`config.mk`:
```
export PLATFORM = sky130hd
export DESIGN_NAME = mp_add_seq_flat
export DESIGN_NICKNAME = d
export VERILOG_FILES = /design/src/rtl/mp_add_seq_pkg.sv /design/src/rtl/mp_add_seq_if.sv /design/src/rtl/mp_add_seq_rca.sv /design/src/rtl/mp_add_seq.sv /design/src/flat_wrapper.sv
export SDC_FILE = /design/constraint.sdc
export NUM_CORES = 1
export LEC_CHECK = 0
export BUFFER_PORTS_ARGS = -buffer_cell sky130_fd_sc_hd__buf_4
export CAP_MARGIN = 10
export CORE_ASPECT_RATIO = 0.5
export CORE_UTILIZATION = 54
export DETAILED_ROUTE_END_ITERATION = 6
export MAX_ROUTING_LAYER = met4
export PLACE_DENSITY = 0.89
export SETUP_SLACK_MARGIN = 0.2
export SLEW_MARGIN = 20
export SYNTH_ARGS = -nofsm -noshare
export SYNTH_HDL_FRONTEND = slang
export SYNTH_SLANG_ARGS = --single-unit
```
`constraint.sdc`:
```
create_clock -name clk -period 4.9 [get_ports clk]
set_input_delay 1.225 -clock clk [delete_from_list [all_inputs] [get_ports clk]]
set_output_delay 1.225 -clock clk [all_outputs]
set_load 0.02 [all_outputs]
```
`src/rtl/mp_add_seq_pkg.sv`:
```
`default_nettype none
// ============================================================================
//  Module      : mp_add_pkg
//  Description : Shared constants, state encoding and a helper function for
//                the multi-precision add sequencer.
//                BYTE_W      - width of one adder slice
//                state_t     - sequencer state encoding
//                clog2_min1  - counter width that never collapses to zero
//  Revision    : 1.0  initial release
// ============================================================================
package mp_add_pkg;

    localparam int BYTE_W = 8;

    typedef enum logic [1:0] {
        IDLE = 2'd0,
        ADD  = 2'd1,
        DONE = 2'd2
    } state_t;

    // A one-entry counter still needs a 1-bit register.
    function automatic int clog2_min1(input int n);
        return (n > 1) ? $clog2(n) : 1;
    endfunction

endpackage
`default_nettype wire

```
`src/rtl/mp_add_seq_if.sv`:
```
`default_nettype none
// ============================================================================
//  Module      : mp_add_seq_if
//  Description : Operand/result handshake bundle for mp_add_seq.
//                in_valid/in_ready + a_in, b_in, cin_in   : operand channel
//                out_valid/out_ready + sum_out, cout_out  : result channel
//                busy                                     : status
//                slave modport = sequencer, master modport = its user
//  Revision    : 1.0  initial release
// ============================================================================
interface mp_add_seq_if
    import mp_add_pkg::*;
#(
    parameter int NBYTES = 4
);
    localparam int W = BYTE_W * NBYTES;

    logic           in_valid;
    logic           in_ready;
    logic [W-1:0]   a_in;
    logic [W-1:0]   b_in;
    logic           cin_in;
    logic           out_valid;
    logic           out_ready;
    logic [W-1:0]   sum_out;
    logic           cout_out;
    logic           busy;

    modport slave (
        input  in_valid, a_in, b_in, cin_in, out_ready,
        output in_ready, out_valid, sum_out, cout_out, busy
    );

    modport master (
        output in_valid, a_in, b_in, cin_in, out_ready,
        input  in_ready, out_valid, sum_out, cout_out, busy
    );

endinterface
`default_nettype wire

```
`src/rtl/mp_add_seq_rca.sv`:
```
`default_nettype none
// ============================================================================
//  Module      : rca_8bits
//  Description : Purely combinational 8-bit ripple carry adder.
//                ain, bin : addends      cin  : carry in
//                sum      : ain+bin+cin  cout : carry out of bit 7
//  Revision    : 1.0  initial release
// ============================================================================
module rca_8bits (
    input  wire logic [7:0] ain,
    input  wire logic [7:0] bin,
    input  wire logic       cin,
    output logic      [7:0] sum,
    output logic            cout
);

    logic [8:0] w_c;

    assign w_c[0] = cin;

    for (genvar i = 0; i < 8; i++) begin : g_bit
        assign sum[i]   = ain[i] ^ bin[i] ^ w_c[i];
        assign w_c[i+1] = (ain[i] & bin[i]) | (w_c[i] & (ain[i] ^ bin[i]));
    end

    assign cout = w_c[8];

endmodule
`default_nettype wire

```
`src/rtl/mp_add_seq.sv`:
```
`default_nettype none
// ============================================================================
//  Module      : mp_add_seq
//  Description : Multi-precision add sequencer. Adds two NBYTES-byte operands
//                plus carry-in one byte per step, LSB first, through a single
//                rca_8bits. Each byte is held SETTLE cycles on the adder before
//                its sum is captured (ripple path is a multicycle path).
//                clk, reset : clock, synchronous active-high reset
//                bus        : operand/result handshake (mp_add_seq_if.slave)
//  Revision    : 1.0  initial release
// ============================================================================
module mp_add_seq
    import mp_add_pkg::*;
#(
    parameter int NBYTES = 4,
    parameter int SETTLE = 1
) (
    input  wire logic   clk,
    input  wire logic   reset,
    mp_add_seq_if.slave bus
);

    localparam int W     = BYTE_W * NBYTES;
    localparam int IDX_W = clog2_min1(NBYTES);
    localparam int CNT_W = clog2_min1(SETTLE);

    localparam logic [IDX_W-1:0] c_LAST_IDX = IDX_W'(NBYTES - 1);
    localparam logic [CNT_W-1:0] c_LAST_CNT = CNT_W'(SETTLE - 1);

    localparam logic [1:0] c_IDLE = IDLE;
    localparam logic [1:0] c_ADD  = ADD;
    localparam logic [1:0] c_DONE = DONE;

    logic [1:0]        r_state;
    logic [W-1:0]      r_a;
    logic [W-1:0]      r_b;
    logic [W-1:0]      r_sum;
    logic              r_carry;
    logic [IDX_W-1:0]  r_idx;
    logic [CNT_W-1:0]  r_cnt;

    logic [7:0]        w_ain;
    logic [7:0]        w_bin;
    logic [7:0]        w_sum;
    logic              w_cout;
    logic              w_capture;

    // Adder inputs come only from registers, so they move only when r_idx or
    // r_carry change, i.e. at capture edges.
    assign w_ain = r_a[r_idx*BYTE_W +: BYTE_W];
    assign w_bin = r_b[r_idx*BYTE_W +: BYTE_W];

    rca_8bits u_rca (
        .ain  (w_ain),
        .bin  (w_bin),
        .cin  (r_carry),
        .sum  (w_sum),
        .cout (w_cout)
    );

    assign w_capture = (r_state == c_ADD) && (r_cnt == c_LAST_CNT);

    always_ff @(posedge clk) begin
        if (reset) begin
            r_state <= c_IDLE;
            r_a     <= '0;
            r_b     <= '0;
            r_sum   <= '0;
            r_carry <= 1'b0;
            r_idx   <= '0;
            r_cnt   <= '0;
        end else begin
            case (r_state)
                c_IDLE: begin
                    if (bus.in_valid) begin
                        r_a     <= bus.a_in;
                        r_b     <= bus.b_in;
                        r_carry <= bus.cin_in;
                        r_idx   <= '0;
                        r_cnt   <= '0;
                        r_state <= c_ADD;
                    end
                end
                c_ADD: begin
                    if (w_capture) begin
                        r_sum[r_idx*BYTE_W +: BYTE_W] <= w_sum;
                        r_carry <= w_cout;
                        r_cnt   <= '0;
                        if (r_idx == c_LAST_IDX) begin
                            r_state <= c_DONE;
                        end else begin
                            r_idx <= r_idx + 1'b1;
                        end
                    end else begin
                        r_cnt <= r_cnt + 1'b1;
                    end
                end
                c_DONE: begin
                    if (bus.out_ready) begin
                        r_state <= c_IDLE;
                    end
                end
                default: begin
                    r_state <= c_IDLE;
                end
            endcase
        end
    end

    // in_ready is held low while reset is asserted, then rises as soon as the
    // sequencer sits in IDLE with reset released.
    assign bus.in_ready  = (r_state == c_IDLE) && !reset;
    assign bus.out_valid = (r_state == c_DONE);
    assign bus.sum_out   = r_sum;
    assign bus.cout_out  = (r_state == c_DONE) && r_carry;
    assign bus.busy      = (r_state != c_IDLE);

endmodule
`default_nettype wire
```
`src/flat_wrapper.sv`:
```
// flat-port wrapper written by rule: the top's interface ports become plain ports
module mp_add_seq_flat import mp_add_pkg::*;
#(
    parameter int NBYTES = 4,
    parameter int SETTLE = 1
)
  (clk, reset, bus_in_valid, bus_a_in, bus_b_in, bus_cin_in, bus_out_ready, bus_in_ready, bus_out_valid, bus_sum_out, bus_cout_out, bus_busy);
  mp_add_seq_if #(.NBYTES(NBYTES)) bus_i ();
  input  wire logic clk;
  input  wire logic reset;
  input wire logic [$bits(bus_i.in_valid)-1:0] bus_in_valid;
  input wire logic [$bits(bus_i.a_in)-1:0] bus_a_in;
  input wire logic [$bits(bus_i.b_in)-1:0] bus_b_in;
  input wire logic [$bits(bus_i.cin_in)-1:0] bus_cin_in;
  input wire logic [$bits(bus_i.out_ready)-1:0] bus_out_ready;
  output wire logic [$bits(bus_i.in_ready)-1:0] bus_in_ready;
  output wire logic [$bits(bus_i.out_valid)-1:0] bus_out_valid;
  output wire logic [$bits(bus_i.sum_out)-1:0] bus_sum_out;
  output wire logic [$bits(bus_i.cout_out)-1:0] bus_cout_out;
  output wire logic [$bits(bus_i.busy)-1:0] bus_busy;
  assign bus_i.in_valid = bus_in_valid;
  assign bus_i.a_in = bus_a_in;
  assign bus_i.b_in = bus_b_in;
  assign bus_i.cin_in = bus_cin_in;
  assign bus_i.out_ready = bus_out_ready;
  assign bus_in_ready = bus_i.in_ready;
  assign bus_out_valid = bus_i.out_valid;
  assign bus_sum_out = bus_i.sum_out;
  assign bus_cout_out = bus_i.cout_out;
  assign bus_busy = bus_i.busy;
  mp_add_seq #(.NBYTES(NBYTES), .SETTLE(SETTLE)) u_core (.clk(clk), .reset(reset), .bus(bus_i));
endmodule
```
# Word level (Yosys, flattened, before mapping)
# Index checks and enable logic that the tools add are counted.
# word_totals
in_bits	69
output_inout_bits	36
reg_bits	102
elab_cells	92
# classes
reduce_logical	13
add_sub_neg	3
eq_ne	8
n_mux	16
bitwise_logic	41
n_shift	4
# op_table
cell	n
$shiftx A32 B6 Y8	2
$neg A5 Y34	1
$shift A8 B34 Y32 const A	1
$shiftx A8 B34 Y32	1
$bwmux W32	1
$and A1 B1 Y1	16
$xor A1 B1 Y1	16
$mux W2	7
$ne A2 B2 Y1 const B	4
$or A1 B1 Y1	8
$reduce_and A4 Y1	2
$pmux W2 S3	1
$reduce_and A2 Y1	3
$eq A2 B2 Y1 const B	2
$mux W1	4
$pmux W1 S2	2
$pmux W2 S2	1
$reduce_bool A2 Y1	2
$logic_and A1 B1 Y1	3
$reduce_and A3 Y1	1
$add A2 B1 Y2 const B	1
$eq A2 B1 Y1 const B	1
$logic_not A2 Y1	1
$ne A2 B1 Y1 const B	1
other kinds (3)	3

# Longest topological paths before layout
# Gate-level depths: netlist of the first run.
# logic_depth
word_depth	20
mapped_depth	17
mapped_depth_nobuf	15

# Cells and area by module
# A second synthesis of the first run with hierarchy kept.
# unflattened
hier_cells	500
hier_area_um2	4418.0
# by_module_without_submodules
module	seq_area_each_um2	area_per_inst_um2	cells_each	n_inst
mp_add_seq	2042.0	4220.3	482	1
rca_8bits	0.0	197.7	18	1

# Least setup slack after synthesis of the first run
# Ideal clock, no wire load.
# synth_timing
path_type	reg2reg
startpoint	reg u_core.r_idx[1]
endpoint	reg u_core.r_sum[23], in the netlist u_core.bus.sum_out[23]
arrival_time_ns	3.758
stages_incl_launch_ff	17
required_time_ns	4.830
setup_ns	0.070
n_path_buf	1
setup_slack_ns	1.071
synth_period_minus_slack_ns	3.829
cell_sequence	dfxtp_1 -> buf_2 -> mux4_2 -> inv_1 -> fa_1 -> fa_1 -> inv_1 -> fa_1 -> fa_1 -> inv_1 -> fa_1 -> fa_1 -> inv_1 -> fa_1 -> fa_1 -> nand3_1 -> a21oi_1
# synth_between
elab_chain_len	19
elab_cells_between_ends	43
classes_between	1 x add/sub; 4 x shift; 1 x mux; 37 x bitwise
# synth_rtl
element	line	text
from (decl)	mp_add_seq.sv:39	logic [IDX_W-1:0] r_idx;
from (signal assigned)	mp_add_seq.sv:92	r_idx <= r_idx + 1'b1;
$shiftx A32 B6 Y8, on equally long branches	mp_add_seq.sv:50, mp_add_seq.sv:51	
$xor A1 B1 Y1	mp_add_seq_rca.sv:22, mp_add_seq_rca.sv:23	
$and A1 B1 Y1	mp_add_seq_rca.sv:23	assign w_c[i+1] = (ain[i] & bin[i]) | (w_c[i] & (ain[i] ^ bin[i]));
$or A1 B1 Y1	mp_add_seq_rca.sv:23	
$and A1 B1 Y1	mp_add_seq_rca.sv:23	
$or A1 B1 Y1	mp_add_seq_rca.sv:23	
$and A1 B1 Y1	mp_add_seq_rca.sv:23	
$or A1 B1 Y1	mp_add_seq_rca.sv:23	
[3 not listed]	-	
$or A1 B1 Y1	mp_add_seq_rca.sv:23	
$and A1 B1 Y1	mp_add_seq_rca.sv:23	
$or A1 B1 Y1	mp_add_seq_rca.sv:23	
$and A1 B1 Y1	mp_add_seq_rca.sv:23	
$or A1 B1 Y1	mp_add_seq_rca.sv:23	
$xor A1 B1 Y1	mp_add_seq_rca.sv:22	assign sum[i] = ain[i] ^ bin[i] ^ w_c[i];
$shiftx A8 B34 Y32	mp_add_seq.sv:86	r_sum[r_idx*BYTE_W +: BYTE_W] <= w_sum;
$bwmux W32 *	mp_add_seq.sv:86	
to (signal, indexed assignment)	mp_add_seq.sv:86	
to (decl)	mp_add_seq.sv:37	logic [W-1:0] r_sum;
# Mark *: on every way between the ends. The rest lies on a longest branch, timed or not.
# A chain may end at the register's enable or synchronous reset.

# Worst setup path after layout of the first run
# layout_timing
startpoint	reg u_core.r_idx[0]
endpoint	reg u_core.r_sum[23], in the netlist u_core.bus.sum_out[23]
# Same word-level chain as after synthesis.

==> results of run 1 <==
## cell families (layout without fill, tap and decap cells)
kind of cell / after synthesis / count (layout)
and+or+nand+nor: 234 / 234
DFF: 102 / 102
AOI/OAI and AO/OA: 100 / 100
buffers and inverters: 57 / 142
muxes: 16 / 16
adders and majority gates: 14 / 14
## metrics by stage
step                      utilization, %  hold slack (ns)  cell area (µm²)
after global placement              65.6            0.440             5260
after CTS                           69.0            0.453             5540
after floorplan                        -            0.433             4480
after global routing                69.1            0.469             5540
after detailed placement            65.6            0.444             5260
final                               69.1            0.451             5540
## power by group
group	internal [W]	leakage (nW)	total [W]	switching (W)
registers	0.000865	0.832	0.000890	0.0000249
clock network	0.000350	0.127	0.000670	0.000320
logic	0.000114	1.22	0.000252	0.000138
total	0.00133	2.17	0.00181	0.000483
## state kept, by name, indices dropped and copies added (netlist names)
signal,flops
u_core.r_idx,2
u_core.r_carry,1
u_core.r_state,2
u_core.r_b,32
u_core.bus.sum_out,32
u_core.r_a,32
u_core.r_cnt,1
## cell type report
| cell class | instances | area share [%] |
|---|---|---|
| flip-flops and latches | 102 | 36.8 |
| well taps | 112 | 2.53 |
| clock inverters | 5 | 0.745 |
| repair buffers | 111 | 15.0 |
| inverters | 15 | 1.02 |
| clock buffers | 11 | 4.20 |
| multi-input cells | 364 | 39.7 |
## worst max-delay path by stage
| stage | end | slack, ns | cells past startpoint |
|---|---|---|---|
| finish | u_core.bus.sum_out[23] | 0.65 | 15 |
| global route | u_core.bus.sum_out[23] | 0.37 | 15 |
| CTS | u_core.bus.sum_out[23] | 0.67 | 15 |
| detailed placement | u_core.bus.sum_out[23] | 0.69 | 16 |
| global placement | u_core.bus.sum_out[7] | 0.81 | 15 |
| floorplan | u_core.bus.sum_out[23] | 1.07 | 16 |
## per-layer routing
layer,part of all wire (%),track usage (%),vias up
li1,-,-,1910
met1,43,33.2,1827
met2,47,42.1,192
met3,8.8,9.22,23
met4,1.3,8.33,0
met5,0,-,-
## worst max-delay path, stage by stage (launching register included)
cell and delay, ns:
dfxtp_1 0.60, mux4_2 0.55, inv_1 0.11, fa_1 0.19, fa_1 0.16, inv_1 0.05, fa_1 0.38, fa_1 0.38
inv_1 0.08, fa_1 0.20, fa_1 0.18, inv_1 0.05, fa_1 0.38, fa_1 0.58, nand3_1 0.09, a21oi_1 0.18
## cells in the final DEF, fill, tap and decap left out, types with 4 or more instances in the layout
master | Yosys | layout
nand2_1 | 162 | 162
buf_4 | 2 | 111
dfxtp_1 | 102 | 102
a21oi_1 | 96 | 96
nand3_1 | 22 | 22
mux4_2 | 16 | 16
inv_1 | 15 | 15
nor2_1 | 12 | 12
clkbuf_16 | 0 | 9
fa_1 | 8 | 8
ha_1 | 6 | 6
or3_1 | 5 | 5
nand3b_1 | 5 | 5
nand4bb_1 | 4 | 4
nor3b_1 | 4 | 4
nor2b_1 | 4 | 4
==> run metrics, run 1 <==
Seq/Total Area, Yosys 45.6%; initial antenna violation count 0; most frequent cells after synthesis nand2_1, dfxtp_1, a21oi_1; Final Cycle Share between 80% and 90%; Max Freq about 240 MHz; Worst Slack Setup Final 0.653 ns; CP Max Fanout 8; # resized after CTS 0; Clock Latency Late Sink 0.36 ns; critical path type reg -> reg; HP Start u_core.bus.sum_out[1]; # diodes 0; die footprint 8690 µm²; DRT antenna net count 0; crit path from u_core.r_idx[0]; share of the synthesized area in the top cell type a little under half; Die W 131 µm; worst slack, placed 0.694 ns; GRT overflow 0; PwrDens 327 nW/µm²; critical path data arrival time 4.52 ns; first-pass GRT wire length roughly 17000 µm; via/cell ratio 5.49; vias in the first global route 3546; Synth-to-Final Area Change 23.8%; Setup Skew 0.00718 ns; Post-Synth Simple-Gate Area 24.0%; CTS Buf Count 9; Worst Hold Class reg -> reg; DR pass1 iterations 5; syn avg cell area 8.56 µm²; Synth Area in Compound Gates 11.5%; sequential cell area 2040 µm²; Final Hold Viols 0; DP Cell Count approximately 700; Post-CTS Hold Buffers 0; Die Height 66.4 µm; gr usage total 27.0%; area occupied by multi-input gates 2200 µm²; Synth area leaders dfxtp_1, nand2_1, a21oi_1; Nets 686; cell with the most instances after synthesis nand2_1; Crit. End Element flip-flop; DR iter-0 viols 403; Pleak roughly 2.2 nW; #FFs+latches synth 102; core area around 8000 µm²; synthesized area 4480 µm²; Worst-Margin Slew 1.04 ns; H-tree depth 3; R2R depth 15; Worst setup SP type flip-flop; leading area contributor after synthesis dfxtp_1; Mapped Cells 523; DRC viols 0; Tmin final 4.25 ns; max_cap viols 0; max-slew violations 0; Routed WL per cell 15.1 µm; hpwl dp 7620 µm; Slew HR 30.8%; Cell Count, Final, Fillers Out 720; PortBufs 104; CTS Root Cell clkbuf_16; Bufs on Longest Clock Path 2; Yosys warning total 0; Post-synth top flop dfxtp_1; EDFF count, synth 0; Final Setup Violations 0; Required @ worst endpoint 5.17 ns; count of cell types in the netlist 34; Total Wirelength 10900 µm; syn_nets 606; ys async rst share 0%; CTS tree done; XOR/XNOR share of the synthesized area 0%; fillcell total 593; VDD IR-drop max 227 µV; adder-cell area share of the yosys netlist 5.25%; row count 23; clock-pin slew on the worst setup and hold paths ~0.07 ns; Total Power ~0.0018 W; reg2reg end u_core.bus.sum_out[23]; flop2flop setup slack 0.65 ns; share of layout cells above drive strength 1 24.5%; main combinational cell family by area after synthesis simple AND/OR/NAND/NOR gates; Worst R2R Start u_core.r_idx[0]; setup tns final 0 ns; Setup Buffers After CTS 0; clk sinks 102; initial core utilization 55.8%; vias 3952; Worst Hold Path EP u_core.bus.sum_out[1]; largest net degree at the start of global routing about 110; Placer Congestion 0.871; Hold Crit Depth 2; I/O pin count 105; RSZ-0062 raised after global routing no; status completed; multiplexer share of the synthesized area 8.04%
(Power assumes the default switching activity.)
==> run 2, diff against run 1 <==
--- a/config.mk
+++ b/config.mk
@@ -5,6 +5,7 @@
 export SDC_FILE = /design/constraint.sdc
 export NUM_CORES = 1
 export LEC_CHECK = 0
+export ABC_AREA = 1
 export BUFFER_PORTS_ARGS = -buffer_cell sky130_fd_sc_hd__buf_4
 export CAP_MARGIN = 10
 export CORE_ASPECT_RATIO = 0.5
==> run 2 against run 1 <==
Sequential cell count stayed put. Cell count is 16% higher. Non-clock buffer count is 1 higher. Critical path depth is 3 higher. Critical endpoint is now u_core.bus.sum_out[15]. Via count is 13% higher. Maximum frequency is 1.5% lower. Largest power group unchanged. Hold slack better by 0.013 ns. Clock skew hardly changed. Sequential share of layout area is 1.1 points lower. Synthesized area is 2.5% higher. First-iteration DRC count is 14% higher. Routed wire length is 5.2% higher.
==> run metrics, run 2 <==
Worst-Margin Slew 1.03 ns (was 1.04 ns); Final Setup Violations 0 (unchanged); critical path data arrival time 4.56 ns (was 4.52 ns); DR pass1 iterations 7 (was 5); Setup Buffers After CTS 0 (unchanged); via/cell ratio 5.33 (was 5.49); sequential cell area 2040 µm² (unchanged); clk sinks 102 (unchanged); Total Wirelength 11400 µm (was 10900 µm); DR iter-0 viols 459 (was 403); vias 4469 (was 3952); Mapped Cells 635 (was 523); EDFF count, synth 0 (unchanged); Die W 132 µm (was 131 µm); worst slack, placed 0.659 ns (was 0.694 ns); CP Max Fanout 16 (was 8); Post-synth top flop dfxtp_1 (unchanged); fillcell total 683 (was 593); Post-CTS Hold Buffers 0 (unchanged); clock-pin slew on the worst setup and hold paths 0.07 ns (about the same); synthesized area 4590 µm² (was 4480 µm²); Worst Slack Setup Final 0.590 ns (was 0.653 ns); Clock Latency Late Sink 0.35 ns (was 0.36 ns); row count 23 (unchanged); commonest non-fill, non-tap cell in the layout nor2_1 (was nand2_1); Worst setup SP type flip-flop (unchanged); area occupied by multi-input gates 2260 µm² (was 2200 µm²); initial antenna violation count 0 (unchanged); leading area contributor after synthesis dfxtp_1 (unchanged); CTS Buf Count 9 (unchanged); max-slew violations 0 (unchanged); share of the synthesized area in the top cell type 44.5% (was 45.6%); Worst Hold Margin 0.464 ns (was 0.451 ns); count of cell types in the netlist 26 (was 34); Final Hold Viols 0 (unchanged); Nets 804 (was 686); Worst Hold Class reg -> reg (unchanged); Bufs on Longest Clock Path 2 (unchanged); I/O pin count 105 (unchanged); cell with the most instances after synthesis nor2_1 (was nand2_1); status completed (unchanged); most frequent cells after synthesis nor2_1, dfxtp_1, o21ai_0 (was nand2_1, dfxtp_1, a21oi_1); syn_nets 718 (was 606); Final Cycle Share 88.0% (was 86.7%); # resized after CTS 0 (unchanged); Die Height 67.2 µm (was 66.4 µm); Seq/Total Area, Yosys 44.5% (was 45.6%); Required @ worst endpoint 5.15 ns (was 5.17 ns); GRT overflow 0 (unchanged); Synth area leaders dfxtp_1, nor2_1, o21ai_0 (was dfxtp_1, nand2_1, a21oi_1); DP Cell Count 822 (was 704); Synth-to-Final Area Change 24.3% (was 23.8%); #FFs+latches synth 102 (unchanged); syn avg cell area 7.23 µm² (was 8.56 µm²); critical path type reg -> reg (unchanged); H-tree depth 3 (unchanged); hpwl dp 8230 µm (was 7620 µm); CTS Root Cell clkbuf_16 (unchanged); ys async rst share 0% (unchanged); PortBufs 104 (unchanged); core area 8120 µm² (was 8030 µm²); Setup Skew 0.00677 ns (was 0.00718 ns); Crit. End Element flip-flop (unchanged); largest net degree at the start of global routing 67 (was 105); Yosys warning total 0 (unchanged); share of layout cells above drive strength 1 20.0% (was 24.5%); Tmin final 4.31 ns (was 4.25 ns); Routed WL per cell 13.6 µm (was 15.1 µm); max_cap viols 0 (unchanged); first-pass GRT wire length 18600 µm (was 16900 µm); Slew HR 31.1% (was 30.8%); Pleak 2.46 nW (was 2.17 nW); Cell Count, Final, Fillers Out 838 (was 720); initial core utilization 56.6% (was 55.8%); CTS tree done (unchanged); setup tns final 0 ns (unchanged); DRT antenna net count 0 (unchanged); VDD IR-drop max 218 µV (was 227 µV); die footprint 8900 µm² (was 8690 µm²); PwrDens 400 nW/µm² (was 327 nW/µm²); gr usage total 27.5% (was 27.0%); vias in the first global route 4043 (was 3546); RSZ-0062 raised after global routing no (unchanged); # diodes 0 (unchanged); DRC viols 0 (unchanged); Max Freq 232 MHz (was 235 MHz); Placer Congestion 0.902 (was 0.871); commonest cells after routing, fill and taps aside nor2_1, buf_4, dfxtp_1 (was nand2_1, buf_4, dfxtp_1)
==> run 2: final timing paths <==
check                              start                      to  slack, ns  cells after the start
hold reg to reg   u_core.bus.sum_out[24]  u_core.bus.sum_out[24]       0.46                      2
setup reg to reg         u_core.r_idx[0]  u_core.bus.sum_out[15]       0.59                     18
hold / removal    u_core.bus.sum_out[24]  u_core.bus.sum_out[24]       0.46                      2
setup / recovery         u_core.r_idx[0]  u_core.bus.sum_out[15]       0.59                     18
==> run 2: per-layer routing <==
layer | part of all wire [%] | routed length, µm | vias up | global-route usage [%]
met5 | 0 | 0 | - | -
met4 | 1.8 | 202 | 0 | 9.34
met3 | 6.3 | 718 | 24 | 5.56
met2 | 46 | 5270 | 158 | 46.2
met1 | 46 | 5240 | 2060 | 33.8
li1 | - | - | 2227 | -
==> run 2: metrics by stage <==
stage | area (µm²) | total power [W] | utilization (%)
global placement | 5390 | 0.00151 | 66.5
CTS | 5710 | 0.00228 | 70.3
detailed placement | 5390 | 0.00153 | 66.5
floorplan | 4590 | 0.00135 | -
finish | 5710 | 0.00229 | 70.3
global route | 5710 | 0.00240 | 70.3
==> run 2: final cells by class <==
cell class	count	area share (%)
multi-input combinational	468	39.7
sequential	102	35.8
timing repair buffer	112	14.7
clock buffer	10	4.19
tap	112	2.46
inverter	28	1.84
clock inverter	6	1.34
==> run 2: kinds of logic after synthesis <==
logic type	count (synthesis)	synth area share, %
AO/OA/AOI/OAI	145	17.0
flip-flops	102	44.5
AND/OR/NAND/NOR	309	27.2
adder cells (fa/ha/maj)	14	5.12
buffers and inverters	65	6.24
==> run 2: critical path, cell delays in order, from the launching register on <==
cell	delay [ns]
dfxtp_1	0.45
inv_2	0.29
nand2_1	0.09
a32o_1	0.24
fa_1	0.41
fa_1	0.37
inv_1	0.07
fa_1	0.17
fa_1	0.16
inv_1	0.05
fa_1	0.38
fa_1	0.40
inv_1	0.09
fa_1	0.20
fa_1	0.47
nand3_1	0.13
nor2_1	0.04
o21ai_0	0.16
nor2_1	0.05
==> run 2: power breakdown <==
part	total, W	switching, W	internal (W)
registers	0.000950	0.0000495	0.000900
clock network	0.000753	0.000333	0.000420
logic	0.000583	0.000364	0.000219
==> run 3, diff against run 2 <==
--- a/config.mk
+++ b/config.mk
@@ -13,6 +13,7 @@
 export DETAILED_ROUTE_END_ITERATION = 6
 export MAX_ROUTING_LAYER = met4
 export PLACE_DENSITY = 0.89
+export REMOVE_ABC_BUFFERS = 1
 export SETUP_SLACK_MARGIN = 0.2
 export SLEW_MARGIN = 20
 export SYNTH_ARGS = -nofsm -noshare
==> run 3 against run 2 <==
Global-route usage is 0.15 points lower. Non-clock buffer count is 2 lower. Total power is 1.9% lower. Register-to-register slack worse by 0.03 ns. Maximum frequency is 0.72% lower. Clock-buffer cell count is 2 higher. Clock skew is 0.0028 ns lower. Setup slack worse by 0.031 ns. Utilization is 0.34 points lower. Sequential power is 0.5% lower. Hold slack worse by 0.00099 ns. Critical path type unchanged.
==> run metrics, run 3 (synthesis gave the netlist of run 2 again) <==
status completed (unchanged); Psw 0.000705 W (was 0.000746 W); Max Freq 230 MHz (was 232 MHz); RSZ-0062 raised after global routing no (unchanged); vias 4466 (was 4469); Worst R2R Start u_core.r_idx[1] (was u_core.r_idx[0]); PortBufs 104 (unchanged); Clock Latency Late Sink 0.35 ns (about the same); CP max stage delay 0.45 ns (was 0.47 ns); CP Cell Sequence clkinv_1 -> a32o_1 -> fa_1 -> fa_1 -> inv_1 -> fa_1 -> fa_1 -> inv_1 -> fa_1 -> fa_1 -> inv_1 -> fa_1 -> fa_1 -> nand3_1 -> nor2_1 -> o21ai_0 -> nor2_1 (was inv_2 -> nand2_1 -> a32o_1 -> fa_1 -> fa_1 -> inv_1 -> fa_1 -> fa_1 -> inv_1 -> fa_1 -> fa_1 -> inv_1 -> fa_1 -> fa_1 -> nand3_1 -> nor2_1 -> o21ai_0 -> nor2_1); I/O pin count 105 (unchanged); sequential cell area 2040 µm² (unchanged); CTS Root Cell clkbuf_16 (unchanged); crit path to u_core.bus.sum_out[15] (unchanged); initial antenna violation count 0 (unchanged); PwrDens 395 nW/µm² (was 400 nW/µm²); area occupied by multi-input gates 2270 µm² (was 2260 µm²); CTS tree done (unchanged); Crit. path cell count 17 (was 18); CP Max Fanout 14 (was 16); # diodes 0 (unchanged); crit path from u_core.r_idx[1] (was u_core.r_idx[0]); Worst Hold Class reg -> reg (unchanged); Total Wirelength 11400 µm (unchanged); Die Height 67.2 µm (unchanged); core area 8120 µm² (unchanged); Switching Fraction 31.5% (was 32.6%); commonest cells after routing, fill and taps aside nor2_1, buf_4, dfxtp_1 (unchanged); fillcell total 680 (was 683); Worst-Margin Slew 1.05 ns (was 1.03 ns); H-tree depth 3 (unchanged); max_cap viols 0 (unchanged); Nets 802 (was 804); Worst setup SP type flip-flop (unchanged); via/cell ratio 5.35 (was 5.33); DRC viols 0 (unchanged); Setup Buffers After CTS 0 (unchanged); Hold Crit Depth 2 (unchanged); Placer Congestion 0.917 (was 0.902); Comb power frac 25.9% (was 25.5%); commonest non-fill, non-tap cell in the layout nor2_1 (unchanged); Slowest-stage cell, CP fa_1 (unchanged); Routed WL per cell 13.7 µm (was 13.6 µm); Bufs on Longest Clock Path 2 (unchanged); Final Cycle Share 88.6% (was 88.0%); Post-CTS Hold Buffers 0 (unchanged); Tmin final 4.34 ns (was 4.31 ns); R2R depth 17 (was 18); Required @ worst endpoint 5.14 ns (was 5.15 ns); # resized after CTS 0 (unchanged); critical path data arrival time 4.58 ns (was 4.56 ns); initial core utilization 56.6% (unchanged); clock group share of total power 32.0% (was 32.9%); sequential share of power 42.1% (was 41.6%); DR pass1 iterations 5 (was 7); vias in the first global route 4068 (was 4043); finished layout cell area 5680 µm² (was 5710 µm²); setup tns final 0 ns (unchanged); reg2reg end u_core.bus.sum_out[15] (unchanged); Setup Skew 0.00393 ns (was 0.00677 ns); DR iter-0 viols 308 (was 459); gr usage total 27.4% (was 27.5%); Largest delay share family, worst path adder cells (unchanged); DP Area 5380 µm² (was 5390 µm²); Power Internal 0.00154 W (about the same); Slew HR 29.8% (was 31.1%); die footprint 8900 µm² (unchanged); max-slew violations 0 (unchanged); Crit. End Element flip-flop (unchanged); GRT overflow 0 (unchanged); Final Hold Viols 0 (unchanged); Synth-to-Final Area Change 23.7% (was 24.3%); clock-pin slew on the worst setup and hold paths 0.06 ns (was 0.07 ns); Pleak 2.44 nW (was 2.46 nW); Total Power 0.00224 W (was 0.00229 W); hpwl dp 7970 µm (was 8230 µm); row count 23 (unchanged); share of layout cells above drive strength 1 19.5% (was 20.0%); largest net degree at the start of global routing 81 (was 67); clk sinks 102 (unchanged); VDD IR-drop max 244 µV (was 218 µV); Final Setup Violations 0 (unchanged); CTS Buf Count 9 (unchanged); CP Buf/Inv Count 4 (unchanged); Die W 132 µm (unchanged); most frequent cell on the critical path fa_1 (unchanged); DRT antenna net count 0 (unchanged); critical path type reg -> reg (unchanged); first-pass GRT wire length 18300 µm (was 18600 µm); flop2flop setup slack 0.56 ns (was 0.59 ns)
## run 3: per-stage QoR
stage               cells  setup slack (ns)  hold WS, ns  util, %
finish                835             0.558        0.463     70.0
global route          835             0.384        0.487     70.0
CTS                   835             0.605        0.466     70.0
detailed placement    820             0.634        0.456     66.3
global placement      820             0.772        0.450     66.3
floorplan             598             0.318        0.450        -
## run 3: worst reg2reg max path, delay by kind of cell (launching register included)
kind	cells	cell delay [ns]
buffers and inverters	4	0.55
flip-flops	1	0.35
AO/OA/AOI/OAI	2	0.58
AND/OR/NAND/NOR	3	0.25
adder cells (fa/ha/maj)	8	2.51
## run 3: power by group through the flow
| stage | clock network [W] | registers, W | logic, W |
|---|---|---|---|
| final | 0.000717 | 0.000945 | 0.000580 |
| after global routing | 0.000756 | 0.000951 | 0.000643 |
| after CTS | 0.000726 | 0.000943 | 0.000572 |
| after detailed placement | 0 | 0.000961 | 0.000567 |
| after global placement | 0 | 0.000958 | 0.000552 |
| after floorplan | 0 | 0.000970 | 0.000351 |
## run 3: final cells by class
class	count	area share (%)
Timing Repair Buffer	110	14.5
Sequential cell	102	35.9
Clock buffer	12	4.52
Clock inverter	3	0.771
Tap cell	112	2.47
Multi-Input combinational cell	468	39.9
Inverter	28	1.85
## run 3: how the worst min path moves through the flow
stage                           startpoint  slack [ns]                endpoint
global placement    u_core.bus.sum_out[28]        0.45  u_core.bus.sum_out[28]
floorplan                   u_core.r_a[10]        0.45          u_core.r_a[10]
CTS                 u_core.bus.sum_out[17]        0.47  u_core.bus.sum_out[17]
detailed placement  u_core.bus.sum_out[25]        0.46  u_core.bus.sum_out[25]
finish              u_core.bus.sum_out[25]        0.46  u_core.bus.sum_out[25]
global route        u_core.bus.sum_out[25]        0.49  u_core.bus.sum_out[25]
## run 3: metal layers
metal  vias to the layer above  share of wire (%)  routed length (µm)  track usage (%)
met3                        18                7.0                 800             8.26
met4                         0                1.3                 150             9.20
met2                       142                 48                5440             46.1
li1                       2228                  -                   -                -
met5                         -                  0                   0                -
met1                      2078                 44                5050             31.9
